`src/rtl/sync_ram_pkg.sv`:
```
// rtl/sync_ram_pkg.sv - shared constants and helpers for sync_ram
//
// Purpose: default address/data widths for sync_ram and the depth helper
//          that turns an address width into a word count.
// Ports:   none (package).
package sync_ram_pkg;

   localparam int SYNC_RAM_ADDRESS_BITS_DEF = 1;
   localparam int SYNC_RAM_DATA_BITS_DEF    = 1;

   // Number of words addressed by an address of the given width.
   function automatic int sync_ram_depth(input int address_bits);
      return 1 << address_bits;
   endfunction

endpackage

```
`src/rtl/sync_ram.sv`:
```
// rtl/sync_ram.sv - single-port synchronous RAM with registered read and reset clear
//
// Purpose: 2**ADDRESS_BITS words of DATA_BITS bits. Writes and reads share one
//          address; the read port is registered (one-cycle latency) and always
//          enabled. A synchronous active-low reset clears every word and the
//          read register, and wins over a write on the same edge.
// Config:  SYNC_RAM_WRITE_FIRST_EN defined   -> write-first: a write edge returns data_in.
//          SYNC_RAM_WRITE_FIRST_EN undefined -> read-first: a write edge returns the old word.
// Ports:   clock    - sole clock, rising edge
//          reset    - synchronous reset, active low
//          write    - write enable
//          address  - word address for read and write
//          data_in  - write data
//          data_out - registered read data
module sync_ram
   import sync_ram_pkg::*;
#(
   parameter int ADDRESS_BITS = SYNC_RAM_ADDRESS_BITS_DEF,
   parameter int DATA_BITS    = SYNC_RAM_DATA_BITS_DEF
) (
   input  logic                    clock,
   input  logic                    reset,
   input  logic                    write,
   input  logic [ADDRESS_BITS-1:0] address,
   input  logic [DATA_BITS-1:0]    data_in,
   output logic [DATA_BITS-1:0]    data_out
);

   localparam int DEPTH = sync_ram_depth(ADDRESS_BITS);

   logic [DATA_BITS-1:0] mem [DEPTH];

   // Array and read register share one process so reset clears both on the
   // same edge; the clear loop keeps small depths mappable to plain flops.
   always_ff @(posedge clock) begin
      if (!reset) begin
         for (int i = 0; i < DEPTH; i++) begin
            mem[i] <= '0;
         end
         data_out <= '0;
      end else begin
         if (write) begin
            mem[address] <= data_in;
         end
`ifdef SYNC_RAM_WRITE_FIRST_EN
         // Forward the incoming word so a write edge returns the new data.
         data_out <= write ? data_in : mem[address];
`else
         // Non-blocking read of mem returns the word as it was before this edge.
         data_out <= mem[address];
`endif
      end
   end

endmodule

```
`config.mk`:
```
export PLATFORM = sky130hd
export DESIGN_NAME = sync_ram
export DESIGN_NICKNAME = d
export VERILOG_FILES = /design/src/rtl/sync_ram_pkg.sv /design/src/rtl/sync_ram.sv
export SDC_FILE = /design/constraint.sdc
export NUM_CORES = 1
export LEC_CHECK = 0
export CAP_MARGIN = 0
export CORE_AREA = 5 5 42 44
export CTS_CLUSTER_SIZE = 20
export DETAILED_ROUTE_END_ITERATION = 6
export DIE_AREA = 0 0 47 49
export DONT_BUFFER_PORTS = 1
export SYNTH_ARGS = -nofsm -noshare
export SYNTH_HDL_FRONTEND = slang
export SYNTH_SLANG_ARGS = --single-unit
```
`constraint.sdc`:
```
create_clock -name clock -period 1.2 [get_ports clock]
set_input_delay 0.18 -clock clock [delete_from_list [all_inputs] [get_ports clock]]
set_output_delay 0.18 -clock clock [all_outputs]
set_load 0.01 [all_outputs]
```
==> results of run 1 <==
## worst reg2reg max path, cell delays in order (launching register included)
cell and delay, ps:
dfxtp_1 300, mux2i_1 120, nor2b_1 60
## cell type report
class	instances	area, um2	share of cell area
sequential	3	60.06	0.3664
multi-input combinational	9	57.56	0.3511
clock buffer	4	26.28	0.1603
tap	16	20.02	0.1221
## cell usage after synthesis, drive strengths merged
cell type  number
dfxtp           3
mux2i           3
nand2           4
nor2b           2
## state kept, by name, summed over array words and instances, names as in the netlist
| signal | count |
|---|---|
| mem | 2 |
| data_out | 1 |
## where the power goes
part           internal (mW)  switching [mW]  total, mW
Sequential             0.105         0.00247      0.107
Combinational        0.00662         0.00444     0.0111
Clock                  0.124          0.0479      0.172
## per-layer routing
layer / part of all wire / track usage / vias to the layer above
li1: - / - / 46
met1: 0.41 / 0.02188 / 38
met2: 0.44 / 0.02036 / 4
met3: 0.14 / 0 / 0
met4: 0 / 0.08295 / 0
met5: 0 / 0 / -
## through the flow
stage	utilization	hold WS [ps]	area [um2]	power, mW
floorplan	-	308.2	117.6	0.1185
global placement	0.09821	343.6	137.6	0.1199
detailed placement	0.09821	340.1	137.6	0.1202
CTS	0.1170	97.40	163.9	0.3009
global route	0.1170	99.48	163.9	0.3131
finish	0.1170	99.31	163.9	0.2907
## worst paths after layout
| check | startpoint | end | depth (start not counted) |
|---|---|---|---|
| setup / recovery | data_out | data_out | 0 |
| hold / removal | reset | data_out | 1 |
| setup reg to reg | mem[1] | data_out | 2 |
| hold reg to reg | mem[0] | mem[0] | 2 |
## logic make-up (layout without fill, tap and decap cells)
group         count (synthesis)  in the layout  share of synthesized area
simple gates                  6              6                     0.2340
mux                           3              3                     0.2553
flops                         3              3                     0.5107
buf+inv                       0              4                          0
==> impl_metrics.json, run 1 <==
{
  "status": "completed",
  "fp.dieH_um": 49,
  "synth_largest_area_cell": "dfxtp_1",
  "grt_pass1_vias": 94,
  "drt_wl_total_um": 232,
  "antenna_found_initial": 0,
  "clkTransAtPathRegs_ps": 30,
  "setup_viol": 0,
  "ys.warnings.count": 0,
  "drtAntennaViolNets": 0,
  "place_inst": 28,
  "cts_hold_buf": 0,
  "syn_inst": 12,
  "period_needed_ps": 755.4,
  "cts_setup_buffers": 0,
  "die_area_mm2": 0.002303,
  "pre_cts_ws_ps": 588.3,
  "critPathCaptureType": "output pin",
  "worst_pin_slew_ps": 132.0,
  "avgSynthCellArea_um2": 9.801,
  "final_hold_viol_count": 0,
  "max_freq_mhz": 1324,
  "area_growth_pct": 39.36,
  "clk_latency_ps": 230,
  "drive_gt1_frac": 0.1875,
  "period_share": 0.6295,
  "vias": 88,
  "arrival_ps": 580,
  "final_cell_mix": "nand2_1, mux2i_1, clkbuf_4, dfxtp_1, nor2b_1",
  "hold_class": "in2reg",
  "finalWorstSetupSlack_ps": 444.6,
  "crit_required_ps": 1020,
  "regToRegSetupSlack_ps": 610,
  "cts_tree": "yes",
  "port_buffers": 0,
  "fin_setup_tns_ps": 0,
  "grt_pass1_wl_um": 310,
  "ys_top_cells_by_area": "dfxtp_1, mux2i_1, nand2_1",
  "cts_max_level": 1,
  "cts_buffers": 3,
  "clock_sinks": 3,
  "rsz0062_at_grt": "false",
  "criticalPathCategory": "reg2out",
  "layout.cells.non_filler": 32,
  "layout_commonest_cell": "nand2_1",
  "first_iter_violations": 7,
  "n_antenna_cell": 0,
  "post_drt_wl_per_cell_um": 7.250,
  "nets": 22,
  "ctsRootBufferMaster": "clkbuf_4",
  "drc": 0,
  "crit_fanout": 1,
  "ir_drop_mv": 0.2078,
  "grt_overflow": 0,
  "ys_seq_area_frac": 0.5106,
  "core_mm2": 0.001401,
  "rows": 14,
  "fillers": 171,
  "relSlewSlack": 0.9095,
  "clockBufferDepth": 2,
  "max_cap_violations": 0,
  "power_leakage_nw": 0.06652,
  "cp-start-kind": "register",
  "skew_ps": 1.256,
  "track_usage": 0.02602,
  "ys_seq_elements": 3,
  "routed_via_density": 2.750,
  "gp_congestion": 0.5780,
  "synth_nets": 17,
  "initial_core_util": 0.08393,
  "power.density_mw_per_mm2": 1774,
  "drv_slew": 0,
  "die_w_um": 47,
  "drt_pass1_iterations": 3,
  "pin_count": 6,
  "ys_types": 4,
  "grt_max_degree": 5,
  "synth_top_area_share": 0.5106,
  "ctsResizeCount": 0,
  "netlist_area_um2": 117.6
}
Note: power is estimated with default switching activity, not from simulation.
==> run 2, diff against run 1 <==
clock period = 0.8 ns   (was 1.2 ns; I/O delays follow)
==> run 2 against run 1 <==
Against the previous run:
- wire length down 5.6%
- global-route usage down 0.070 points
- first-iteration DRC count down 71%
- highest routed layer unchanged
- cell count is the same
- clock-buffer cell count did not move
- utilization stayed put
- critical endpoint unchanged
- register-to-register slack got worse by 400 ps
- combinational power increased by 46%
==> impl_metrics.json, run 2 (synthesis results as in run 1) <==
{
  "drive_gt1_frac": 0.1875,
  "final_core_util": 0.1170,
  "ir_drop_mv": 0.3016,
  "period_needed_ps": 695.5,
  "cts_hold_buf": 0,
  "post_drt_wl_per_cell_um": 6.844,
  "first_iter_violations": 2,
  "cts_tree": "yes",
  "drv_slew": 0,
  "routed_via_density": 2.656,
  "largest_register": "mem",
  "final_hold_viol_count": 0,
  "drt_wl_total_um": 219,
  "relSlewSlack": 0.9158,
  "crit_required_ps": 680,
  "area_growth_pct": 39.36,
  "layout_commonest_cell": "nand2_1",
  "rows": 14,
  "critPathCaptureType": "output pin",
  "grt_overflow": 0,
  "power_leakage_nw": 0.06652,
  "hold_depth": 1,
  "die_area_mm2": 0.002303,
  "fin_setup_tns_ps": 0,
  "fp.dieH_um": 49,
  "clk_latency_ps": 230,
  "grt_pass1_vias": 90,
  "die_w_um": 47,
  "grt_pass1_wl_um": 296,
  "ctsRootBufferMaster": "clkbuf_4",
  "reg2regPathDepth": 2,
  "port_buffers": 0,
  "regToRegSetupSlack_ps": 210,
  "drtAntennaViolNets": 0,
  "initial_core_util": 0.08393,
  "clock_sinks": 3,
  "antenna_found_initial": 0,
  "vias": 85,
  "clkTransAtPathRegs_ps": 30,
  "power.density_mw_per_mm2": 2639,
  "rr_endpoint": "data_out",
  "core_mm2": 0.001401,
  "max_freq_mhz": 1438,
  "drc": 0,
  "status": "completed",
  "r2r_start": "mem[1]",
  "hold_class": "in2reg",
  "worst_pin_slew_ps": 122.8,
  "cp-start-kind": "register",
  "skew_ps": 0.8826,
  "cts_buffers": 3,
  "max_cap_violations": 0,
  "cts_setup_buffers": 0,
  "worstHoldStart": "reset",
  "holdPathEnd": "data_out",
  "final_cell_mix": "nand2_1, mux2i_1, clkbuf_4, dfxtp_1, nor2b_1",
  "gp_congestion": 0.5894,
  "cts_max_level": 1,
  "drt_pass1_iterations": 2,
  "largest_register_ffs": 2,
  "nets": 22,
  "fin_hold_ws_ps": 36.11,
  "clockBufferDepth": 2,
  "reg_top3": "mem x2, data_out x1",
  "rsz0062_at_grt": "false",
  "pin_count": 6,
  "arrival_ps": 580,
  "period_share": 0.8693,
  "crit_fanout": 1,
  "criticalPathCategory": "reg2out",
  "n_antenna_cell": 0,
  "grt_max_degree": 5,
  "setup_viol": 0,
  "track_usage": 0.02532,
  "ctsResizeCount": 0
}
## run 2: cell counts in the layout (fill, tap and decap cells not counted)
Identical to the previous run, type by type.
## run 2: layer usage
layer / vias to the layer above / share of wire / GRT usage / wire length [um]
met3: 0 / 0.14 / 0 / 31
met1: 35 / 0.37 / 0.01969 / 82
met2: 4 / 0.48 / 0.02036 / 106
li1: 46 / - / - / -
met4: 0 / 0 / 0.08295 / 0
met5: - / 0 / 0 / 0
## run 2: worst max path at each step
stage          startpoint        to  slack (ps)  cells past startpoint
3_3_place_gp       mem[1]  data_out         210                      2
5_1_grt          data_out  data_out          80                      0
6_report         data_out  data_out         100                      0
2_1_floorplan      mem[1]  data_out         240                      2
3_5_place_dp       mem[1]  data_out         210                      2
4_1_cts          data_out  data_out          90                      0
## run 2: power breakdown
part,switching [mW],internal [mW]
sequential,0.00371,0.158
combinational,0.00627,0.00993
clock,0.0688,0.186
## run 2: layout make-up
cell class,instances,area (um2)
clock buffers,4,26.28
multi-input cells,9,57.56
flip-flops and latches,3,60.06
well taps,16,20.02
fillers,173,1237
## run 2: metrics by stage
| step | worst slack [ps] | std cells | cell area (um2) | power [mW] |
|---|---|---|---|---|
| 2_1_floorplan | 235.5 | 12 | 117.6 | 0.1777 |
| 3_3_place_gp | 205.0 | 28 | 137.6 | 0.1799 |
| 3_5_place_dp | 211.6 | 28 | 137.6 | 0.1800 |
| 4_1_cts | 89.79 | 32 | 163.9 | 0.4483 |
| 5_1_grt | 83.53 | 32 | 163.9 | 0.4619 |
| 6_report | 104.6 | 32 | 163.9 | 0.4325 |
